--- src/rtl/sisc_pkg.sv ---
// Shared SISC encodings and default bus widths.
package sisc_pkg;

  localparam int SISC_AW = 16;
  localparam int SISC_DW = 32;

  typedef enum logic [1:0] {
    IDLE = 2'd0,
    BUSY = 2'd1,
    ACK  = 2'd2
  } arb_state_t;

  typedef enum logic {
    OWN_IF = 1'b0,
    OWN_D  = 1'b1
  } owner_t;

endpackage

--- src/rtl/mem_arb.sv ---
// Two-requester arbiter for the single-port SISC memory (instruction fetch vs. load/store).
// Latency: mem_en one cycle after req, held WAIT+1 cycles, then a one-cycle ack; WAIT+3 cycles per access.
// Backpressure: requesters hold req until their ack; busy stalls ctrl; no grant during ACK.
module mem_arb
  import sisc_pkg::*;
#(
  parameter int AW   = SISC_AW,
  parameter int DW   = SISC_DW,
  parameter int WAIT = 1
) (
  input  logic          clk,
  input  logic          rst_f,
  input  logic          if_req,
  input  logic [AW-1:0] if_addr,
  output logic          if_ack,
  output logic [DW-1:0] if_rdata,
  input  logic          d_req,
  input  logic          d_we,
  input  logic [AW-1:0] d_addr,
  input  logic [DW-1:0] d_wdata,
  output logic          d_ack,
  output logic [DW-1:0] d_rdata,
  output logic          mem_en,
  output logic          mem_we,
  output logic [AW-1:0] mem_addr,
  output logic [DW-1:0] mem_wdata,
  input  logic [DW-1:0] mem_rdata,
  output logic          busy
);

  localparam logic [3:0] WAIT_CNT = 4'(WAIT);

  arb_state_t state, state_nxt;
  owner_t     owner, last_owner, winner;
  logic [3:0] cnt;
  logic       req_any, cnt_done;

  assign req_any  = if_req | d_req;
  assign cnt_done = (cnt == 4'd0);
  assign busy     = (state != IDLE);

  // A tie goes to whichever port did not win the previous access.
  always_comb begin
    winner = OWN_IF;
    if (if_req && d_req) begin
      if (last_owner == OWN_IF) winner = OWN_D;
      else                      winner = OWN_IF;
    end else if (d_req) begin
      winner = OWN_D;
    end
  end

  always_ff @(posedge clk or negedge rst_f) begin
    if (!rst_f) state <= IDLE;
    else        state <= state_nxt;
  end

  always_comb begin
    state_nxt = state;
    case (state)
      IDLE:    if (req_any)  state_nxt = BUSY;
      BUSY:    if (cnt_done) state_nxt = ACK;
      ACK:     state_nxt = IDLE;
      default: state_nxt = IDLE;
    endcase
  end

  always_ff @(posedge clk or negedge rst_f) begin
    if (!rst_f) begin
      owner      <= OWN_IF;
      last_owner <= OWN_D;
      cnt        <= 4'd0;
      mem_en     <= 1'b0;
      mem_we     <= 1'b0;
      mem_addr   <= '0;
      mem_wdata  <= '0;
      if_ack     <= 1'b0;
      d_ack      <= 1'b0;
      if_rdata   <= '0;
      d_rdata    <= '0;
    end else begin
      if_ack <= 1'b0;
      d_ack  <= 1'b0;
      case (state)
        IDLE: begin
          if (req_any) begin
            owner      <= winner;
            last_owner <= winner;
            mem_en     <= 1'b1;
            cnt        <= WAIT_CNT;
            if (winner == OWN_D) begin
              mem_addr  <= d_addr;
              mem_wdata <= d_wdata;
              mem_we    <= d_we;
            end else begin
              mem_addr  <= if_addr;
              mem_wdata <= '0;
              mem_we    <= 1'b0;
            end
          end
        end
        BUSY: begin
          if (cnt_done) begin
            mem_en <= 1'b0;
            mem_we <= 1'b0;
            if (owner == OWN_IF) begin
              if_rdata <= mem_rdata;
              if_ack   <= 1'b1;
            end else begin
              d_ack <= 1'b1;
              if (!mem_we) d_rdata <= mem_rdata;
            end
          end else begin
            cnt <= cnt - 4'd1;
          end
        end
        default: ;
      endcase
    end
  end

endmodule

--- config.mk ---
export PLATFORM = sky130hd
export DESIGN_NAME = mem_arb
export DESIGN_NICKNAME = d
export VERILOG_FILES = /design/src/rtl/sisc_pkg.sv /design/src/rtl/mem_arb.sv
export SDC_FILE = /design/constraint.sdc
export NUM_CORES = 1
export LEC_CHECK = 0
export BUFFER_PORTS_ARGS = -buffer_cell sky130_fd_sc_hd__buf_2
export CORE_ASPECT_RATIO = 2
export CORE_UTILIZATION = 43
export DETAILED_ROUTE_END_ITERATION = 10
export GPL_TIMING_DRIVEN = 0
export MAX_ROUTING_LAYER = met4
export PLACE_DENSITY = 0.82
export SLEW_MARGIN = 20
export SYNTH_ARGS = -nofsm -noshare
export SYNTH_HDL_FRONTEND = slang
export SYNTH_SLANG_ARGS = --single-unit
export TNS_END_PERCENT = 1
--- constraint.sdc ---
create_clock -name clk -period 2 [get_ports clk]
set_input_delay 0.1 -clock clk [delete_from_list [all_inputs] [get_ports clk]]
set_output_delay 0.1 -clock clk [all_outputs]
set_load 0.02 [all_outputs]
==> results of run 1 <==
## area by class of cell
class                   count  area (um2)
well taps                 142       177.7
clock buffers              17       425.4
flip-flops and latches    124        3104
plain buffers              22       162.7
repair buffers            304        1983
inverters                   5       18.77
fillers                   821        3553
clock inverters            14       148.9
multi-input cells         180        1712
## worst paths after layout
path	start	to	slack, ns	cells past startpoint
min reg2reg	d_rdata[7]	d_rdata[7]	0.50	1
max in group asynchronous	rst_f	last_owner	1.10	3
min	if_addr[14]	mem_addr[14]	0.008	3
max reg2reg	cnt[0]	if_rdata[13]	-0.15	7
min in group asynchronous	rst_f	if_rdata[9]	0.17	2
max	cnt[0]	if_rdata[13]	-0.15	7
## power breakdown
part           switching (uW)  leakage [uW]  total (uW)  internal, uW
logic                    3320       0.00217        5990          2670
clock network            1100      0.000271        2930          1830
registers                 745       0.00151        4540          3790
## tightest hold or removal path, stage by stage
cell and delay (ns):
buf_2 0.07, mux2i_1 0.06, o21ai_0 0.14
## placed cells by master, fill, tap and decap left out, types with 2 or more instances in the layout
master,Yosys,routed
buf_2,5,225
dfrtp_1,123,123
dlygate4sd3_1,0,80
o21ai_0,36,36
mux2_2,35,35
a22o_1,32,32
mux2_4,29,29
clkbuf_16,0,18
mux2i_1,17,17
clkbuf_1,13,6
buf_4,0,5
buf_12,3,4
a21o_1,4,4
clkinv_4,0,4
clkinvlp_4,0,4
clkbuf_2,0,3
inv_1,5,3
clkinv_2,0,3
inv_2,0,2
nor2_1,2,2
nand2_1,2,2
bufinv_16,0,2
## registers in the layout (all words and copies together), names as in the netlist, 2 cells and up
name	count
cnt	4
state	2
mem_wdata	32
mem_addr	16
d_rdata	32
if_rdata	32
## repair_timing
item / 4_1_cts / 5_1_grt
endpoints found under the hold margin: 144 / 1
pin swaps: 2 / 3
buffers inserted: 3 / 2
cloned: 0 / 1
setup endpoints to repair: 64 / 96
hold buffers: 79 / 1
gates resized for setup: 7 / 14
## stage by stage
stage | total power, uW | setup WS (ns)
after floorplan | 8148 | -0.07114
after global placement | 9872 | -0.6149
after detailed placement | 10140 | -0.3845
after CTS | 13320 | -0.1208
after global routing | 14140 | -0.1791
final | 13460 | -0.1476
## per-layer routing
metal  GRT usage (%)  up-vias  wire, um
met5               -        -         0
met4           11.95        0       556
met3           5.223       46       714
met2           47.11      187      8205
met1           25.72     2049      5119
li1                -     1848         -
## logic make-up (layout without fill, tap and decap cells)
family | Yosys count | count (layout) | synth area share [%]
AOI/OAI and AO/OA | 80 | 80 | 11.09
adders and majority gates | 2 | 2 | 0.5054
buffers and inverters | 27 | 362 | 3.311
DFF | 124 | 124 | 62.70
muxes | 81 | 81 | 20.19
and+or+nand+nor | 17 | 17 | 2.199
==> flow_summary.ini, run 1 <==
[critical_path]
cp-end-kind = flop
cp-start-kind = flop
slowest_delay_ns = 0.39
critical_path_class = reg2reg
slowest_stage = dfrtp_1
cp_cell_sequence = inv_2 > ha_4 > or3b_4 > or3_4 > buf_12 > clkbuf_16 > mux2_4
path_max_fanout = 7
cp.required_ns = 2.28
cp.arrival_ns = 2.43
cp_top_family = simple AND/OR/NAND/NOR gates
path_buf_inv = 3

[final_layout]
fin_cells = 808
drive_gt1_share_pct = 51.65
area_delta_synth_final_pct = 56.18
postLayoutCoreUtil_pct = 68.51
n_antenna_cell = 0
nets = 757
final_area_um2 = 7732

[placement]
dp_hpwl_um = 9018
io_buffers = 217
place_inst = 691
gp_congestion = 0.8473
place_area_um2 = 6251

[die]
die_w_um = 77.88
core-area_um2 = 11290
rows = 55
dieArea_um2 = 11970
start_util_pct = 43.87
dieHeight_um = 153.8
pin_count = 218

[sta]
slew_headroom_pct = 68.04
worst_slack_ns = -0.1476
finClkSkew_ns = 0.007316
max_freq_ghz = 0.4656
min_period_over_period_pct = 107.4
hold_slack_ns = 0.008298
rsz0062_at_grt = yes
setup_viol = 30
drv_slew = 0
hold_viol_final = 0
tns_ns = -3.884
worst_pin_slew_ns = 0.4794
post-route-min-period_ns = 2.148

[synth]
yosysSeqAreaShare_pct = 62.70
yosysMostFrequentCell = dfrtp_1
synth_cell_types = 37
synthArstFlopShare_pct = 100.0
synth_area_leader_cell = dfrtp_1
ys_ff_latch = 124
synthTopCellsByArea = dfrtp_1, mux2_4, mux2_2
synth_area_um2 = 4951
avgSynthCellArea_um2 = 14.96
synthCells = 331
ys.warnings.count = 0
ys.flop_type = dfrtp_1
synth_edf_count = 0
synthTopCellsByCount = dfrtp_1, o21ai_0, mux2_2
syn-num-nets = 434
yosysTopAreaCellShare_pct = 62.17

[cts]
cts_tree = yes
numCtsBuffers = 17
clkSinkCount = 124
clk_latency_ns = 0.40
cts_max_level = 4
cts_root_buf = clkbuf_16
cts_max_path_buffers = 2
clk_pin_slew_worst_paths_ns = 0.06

[grt]
grt_usage_pct = 25.84
grt_pass1_vias = 4540
grt_pass1_wl_um = 22920
antenna_found_initial = 0
grt_max_degree = 86
grt_overflow = 0

[detailed_routing]
firstDrtPassIters = 4
wl_um = 14600
final_antenna_net_count = 0
routedWlPerCell_um = 18.06
vias = 4130
vias_per_cell = 5.111
drt_iter0_markers = 155
drcViolationCount = 0

[power_and_ir_drop]
ir_worst_vdd_uv = 936.3
leakage_uw = 0.003953
powerDensity_nw_per_um2 = 1741

[status]
status = complete, but fails checks
violations = setup timing

[min_path]
hold_path_class = in2reg

[job]
drv_cap = 0
(Power assumes the default switching activity.)
==> run 2: changes to the inputs <==
- CORE_MARGIN: unset -> 3
==> run 2 against run 1 <==
Against the previous run:
- the flow still finishes with violations (setup timing)
- total power up 0.52%
- sequential share of layout area down 0.32 points
- global-route usage is 1.3 points lower
- die area is 7.9% higher
- flip-flop and latch count unchanged
- register-to-register slack better by 0.07 ns
- highest routed layer unchanged
==> flow_summary.ini, run 2 (synthesis gave the netlist of run 1 again) <==
[detailed_routing]
drcViolationCount = 0
vias = 4165
wl_um = 14830
drt_iter0_markers = 108
vias_per_cell = 5.098
routedWlPerCell_um = 18.15
final_antenna_net_count = 0
firstDrtPassIters = 5

[min_path]
min_to = mem_addr[10]
hold_start = if_addr[10]
hold-path-cell-count = 3
hold_path_class = in2reg

[die]
core-area_um2 = 11080
dieHeight_um = 157.8
start_util_pct = 44.68
die_w_um = 81.88
dieArea_um2 = 12920
pin_count = 218
rows = 54

[final_layout]
final_cell_mix = buf_2, dfrtp_1, dlygate4sd3_1, o21ai_0, mux2_2
fin_cells = 817
drive_gt1_share_pct = 50.81
n_antenna_cell = 0
area_delta_synth_final_pct = 57.44
multiInputGateArea_um2 = 1705
reg.largest.list = d_rdata (32), if_rdata (32), mem_wdata (32)
fillerInstances = 712
final_area_um2 = 7795
nets = 767
postLayoutCoreUtil_pct = 70.35
regArea_um2 = 3104
final_common_cell = buf_2

[grt]
grt_overflow = 0
grt_pass1_vias = 4731
antenna_found_initial = 0
grt_usage_pct = 24.56
use_met3_pct = 5.923
grt_pass1_wl_um = 23420
use_met2_pct = 43.69
use_met1_pct = 24.62
grt_max_degree = 65
busiest_layer = met2

[sta]
rsz0062_at_grt = yes
worst_slack_ns = -0.07921
worst_pin_slew_ns = 0.5942
max_freq_ghz = 0.4810
post-route-min-period_ns = 2.079
drv_slew = 0
finClkSkew_ns = 0.009183
slew_headroom_pct = 60.39
setup_viol = 31
hold_slack_ns = 0.007655
min_period_over_period_pct = 104.0
hold_viol_final = 0

[power_and_ir_drop]
p_seq_share_pct = 33.5
swShare_pct = 38.47
combPwrFrac_pct = 44.3
p_int_uw = 8327
clkPwrFrac_pct = 22.2
totalPowerFinal_uw = 13530
p_sw_uw = 5206
leakage_uw = 0.003979
powerDensity_nw_per_um2 = 1736
ir_worst_vdd_uv = 994.5

[critical_path]
timing.rr.end = if_rdata[14]
cp-start-kind = flop
r2r-start = cnt[1]
r2r_cells = 6
critical_path_class = reg2reg
cp-end-kind = flop
cp.required_ns = 2.28
rrSetupSlack_ns = -0.08
cp.arrival_ns = 2.36
path_max_fanout = 10

[status]
violations = setup timing
status = complete, but fails checks

[placement]
gp_congestion = 0.8010
place_area_um2 = 6248
dp_hpwl_um = 9508
place_inst = 689
io_buffers = 217

[cts]
clkSinkCount = 124
clk_latency_ns = 0.40
numCtsBuffers = 17
cts_tree = yes
cts_max_path_buffers = 2
cts_max_level = 4
clk_pin_slew_worst_paths_ns = 0.06
cts_root_buf = clkbuf_16

[job]
drv_cap = 0
==> run 2: changes by cell type in the layout (fill, tap and decap cells not counted), sizes merged <==
| cell | delta |
|---|---|
| dlygate4sd3 | +7 |
| clkbuf | +5 |
| clkinv | -1 |
==> run 2: worst max-delay path by stage <==
stage / start / endpoint / slack (ns)
3_5_place_dp: cnt[1] / d_rdata[4] / -0.51
6_report: cnt[1] / if_rdata[14] / -0.08
2_1_floorplan: cnt[1] / if_rdata[10] / -0.07
3_3_place_gp: rst_f / mem_addr[12] / -0.57
4_1_cts: cnt[1] / if_rdata[16] / -0.11
5_1_grt: cnt[0] / if_rdata[14] / -0.12
==> run 2: critical path, stage by stage, from the launching register on <==
cell and delay (ns):
dfrtp_1 0.39, inv_2 0.09, ha_4 0.14, or3b_4 0.38
or3_4 0.46, buf_12 0.19, mux2_4 0.31
==> run 2: layout make-up <==
cell class,instances,share of cell area [%]
sequential,124,39.82
timing repair buffer,315,26.50
multi-input combinational,180,21.88
clock buffer,19,5.682
tap,140,2.247
clock inverter,13,1.846
buffer,21,1.782
inverter,5,0.2408
==> run 2: what timing repair did <==
item / 4_1_cts / 5_1_grt
buffers inserted: 7 / 3
hold buffers: 86 / 1
endpoints found under the setup margin: 65 / 66
resized for setup: 9 / 0
pin swaps: 2 / 0
hold endpoints to repair: 171 / 1
==> run 2: per-layer routing <==
metal / up-vias / routed length [um]
met5: - / 0
met4: 0 / 425
met3: 36 / 807
met2: 201 / 8300
met1: 2050 / 5296
li1: 1878 / -
==> run 2: power groups by stage <==
stage	combinational (uW)	sequential [uW]	clock, uW
finish	5990	4530	3010
global route	6410	4680	3180
CTS	5960	4500	3060
detailed placement	5670	4510	0
global placement	5480	4440	0
floorplan	2230	5910	0
==> run 2: per-stage QoR <==
stage | setup WS [ns] | setup TNS (ns)
after floorplan | -0.07114 | -2.044
after global routing | -0.1235 | -3.789
after CTS | -0.1054 | -2.872
after global placement | -0.5669 | -83.55
after detailed placement | -0.5122 | -21.31
final | -0.07921 | -1.825
==> run 3: changes to the inputs <==
- CORE_MARGIN: 3 -> unset
- SETUP_SLACK_MARGIN: unset -> 0.05
==> run 3 against run 2 <==
Against the previous run:
- the run still ends with setup timing left
- total power down 0.51%
- die area fell by 7.3%
- routed wire length is 1.6% lower
- largest power group unchanged
- clock skew down 0.0013 ns
- largest cell class unchanged
==> flow_summary.ini, run 3 (synthesis gave the netlist of run 1 again) <==
[grt]
grt_pass1_wl_um = 22730
antenna_found_initial = 0
grt_pass1_vias = 4534
grt_max_degree = 86
grt_overflow = 0
grt_usage_pct = 25.62

[final_layout]
fin_cells = 808
final_common_cell = buf_2
drive_gt1_share_pct = 51.80
final_cell_mix = buf_2, dfrtp_1, dlygate4sd3_1, o21ai_0, mux2_2
postLayoutCoreUtil_pct = 68.59
n_antenna_cell = 0
area_delta_synth_final_pct = 56.36
reg.largest.list = d_rdata (32), if_rdata (32), mem_wdata (32)
nets = 757

[die]
start_util_pct = 43.87
die_w_um = 77.88
core-area_um2 = 11290
dieArea_um2 = 11970
pin_count = 218
dieHeight_um = 153.8
rows = 55

[detailed_routing]
wl_um = 14590
vias_per_cell = 5.132
met3_length_um = 748
firstDrtPassIters = 6
drcViolationCount = 0
dr.max_layer_used = met4
drt-met1-wl_um = 5167
routedWlPerCell_um = 18.05
routed-wl-met2_um = 8125
vias = 4147
drt_iter0_markers = 174
final_antenna_net_count = 0

[critical_path]
cp-end-kind = flop
slowest_delay_ns = 0.39
path_max_fanout = 7
cp_top_family = simple AND/OR/NAND/NOR gates
slowest_stage = dfrtp_1
path_buf_inv = 3
critical_path_class = reg2reg
cp.arrival_ns = 2.44
cp.required_ns = 2.28
cp_cell_sequence = inv_2 > ha_4 > or3b_4 > or3_4 > buf_12 > clkbuf_16 > mux2_4
cp-start-kind = flop

[power_and_ir_drop]
p_seq_share_pct = 33.7
combPwrFrac_pct = 44.6
powerDensity_nw_per_um2 = 1739
p_sw_uw = 5162
p_int_uw = 8303
ir_worst_vdd_uv = 944.0
swShare_pct = 38.34
clkPwrFrac_pct = 21.8
leakage_uw = 0.003958

[sta]
hold_viol_final = 0
max_freq_ghz = 0.4630
finClkSkew_ns = 0.007901
slew_headroom_pct = 68.29
min_period_over_period_pct = 108.0
rsz0062_at_grt = yes
drv_slew = 0
post-route-min-period_ns = 2.160
setup_viol = 30
worst_slack_ns = -0.1596
worst_pin_slew_ns = 0.4756

[cts]
clkSinkCount = 124
clk_pin_slew_worst_paths_ns = 0.06
cts_max_path_buffers = 2
cts_root_buf = clkbuf_16
cts_tree = yes
numCtsBuffers = 17
clk_latency_ns = 0.40
cts_max_level = 4

[placement]
dp_hpwl_um = 9018
gp_congestion = 0.8473
io_buffers = 217
dp_worst_setup_slack_ns = -0.3845
place_inst = 691

[min_path]
hold_path_class = in2reg

[status]
violations = setup timing
status = complete, but fails checks

[job]
drv_cap = 0
==> run 3: cell type report <==
cell class / instances / area, um2
inverters: 5 / 18.77
flip-flops and latches: 124 / 3104
clock buffers: 17 / 425.4
fillers: 819 / 3545
repair buffers: 304 / 1983
well taps: 142 / 177.7
multi-input cells: 180 / 1712
plain buffers: 22 / 171.4
clock inverters: 14 / 148.9
==> run 3: repair_timing <==
action	CTS	global route
endpoints found under the setup margin	71	103
buffers inserted	3	2
resized for setup	12	15
hold buffers	79	1
hold endpoints to repair	144	1
pin swaps	3	2
gates cloned	0	1
==> run 3: metrics by stage <==
stage / instance area, um2 / TNS, ns / power, uW / hold slack, ns
after CTS: 7674 / -3.174 / 13340 / 0.0001429
final: 7741 / -3.915 / 13460 / 0.008581
after global routing: 7741 / -7.045 / 14150 / 0.007152
after detailed placement: 6251 / -16.29 / 10140 / 0.03311
after global placement: 6217 / -86.90 / 9872 / 0.3097
after floorplan: 4954 / -2.044 / 8148 / -0.1956
==> run 3: power by group through the flow <==
stage | registers [uW] | clock network, uW | logic [uW]
2_1_floorplan | 5910 | 0 | 2230
3_3_place_gp | 4410 | 0 | 5460
3_5_place_dp | 4490 | 0 | 5650
4_1_cts | 4470 | 3000 | 5860
5_1_grt | 4660 | 3120 | 6360
6_report | 4530 | 2930 | 6000
==> run 3: metal layers <==
| metal | up-vias | track usage [%] |
|---|---|---|
| met5 | - | - |
| li1 | 1853 | - |
| met4 | 0 | 11.95 |
| met1 | 2047 | 25.49 |
| met3 | 46 | 5.223 |
| met2 | 201 | 46.65 |
==> run 3: path summary, 6_finish.rpt <==
kind	startpoint	slack, ns	end	depth (start not counted)
worst max-delay path	cnt[0]	-0.16	if_rdata[13]	7
worst min-delay path	if_addr[14]	0.009	mem_addr[14]	3
worst max register to register	cnt[0]	-0.16	if_rdata[13]	7
worst min register to register	d_rdata[7]	0.50	d_rdata[7]	1
max in group asynchronous	rst_f	1.09	last_owner	3
min in group asynchronous	rst_f	0.17	d_rdata[10]	2
==> run 3: worst min-delay path, cell delays in order <==
cell and delay, ns:
buf_2 0.07, mux2i_1 0.06, o21ai_0 0.14
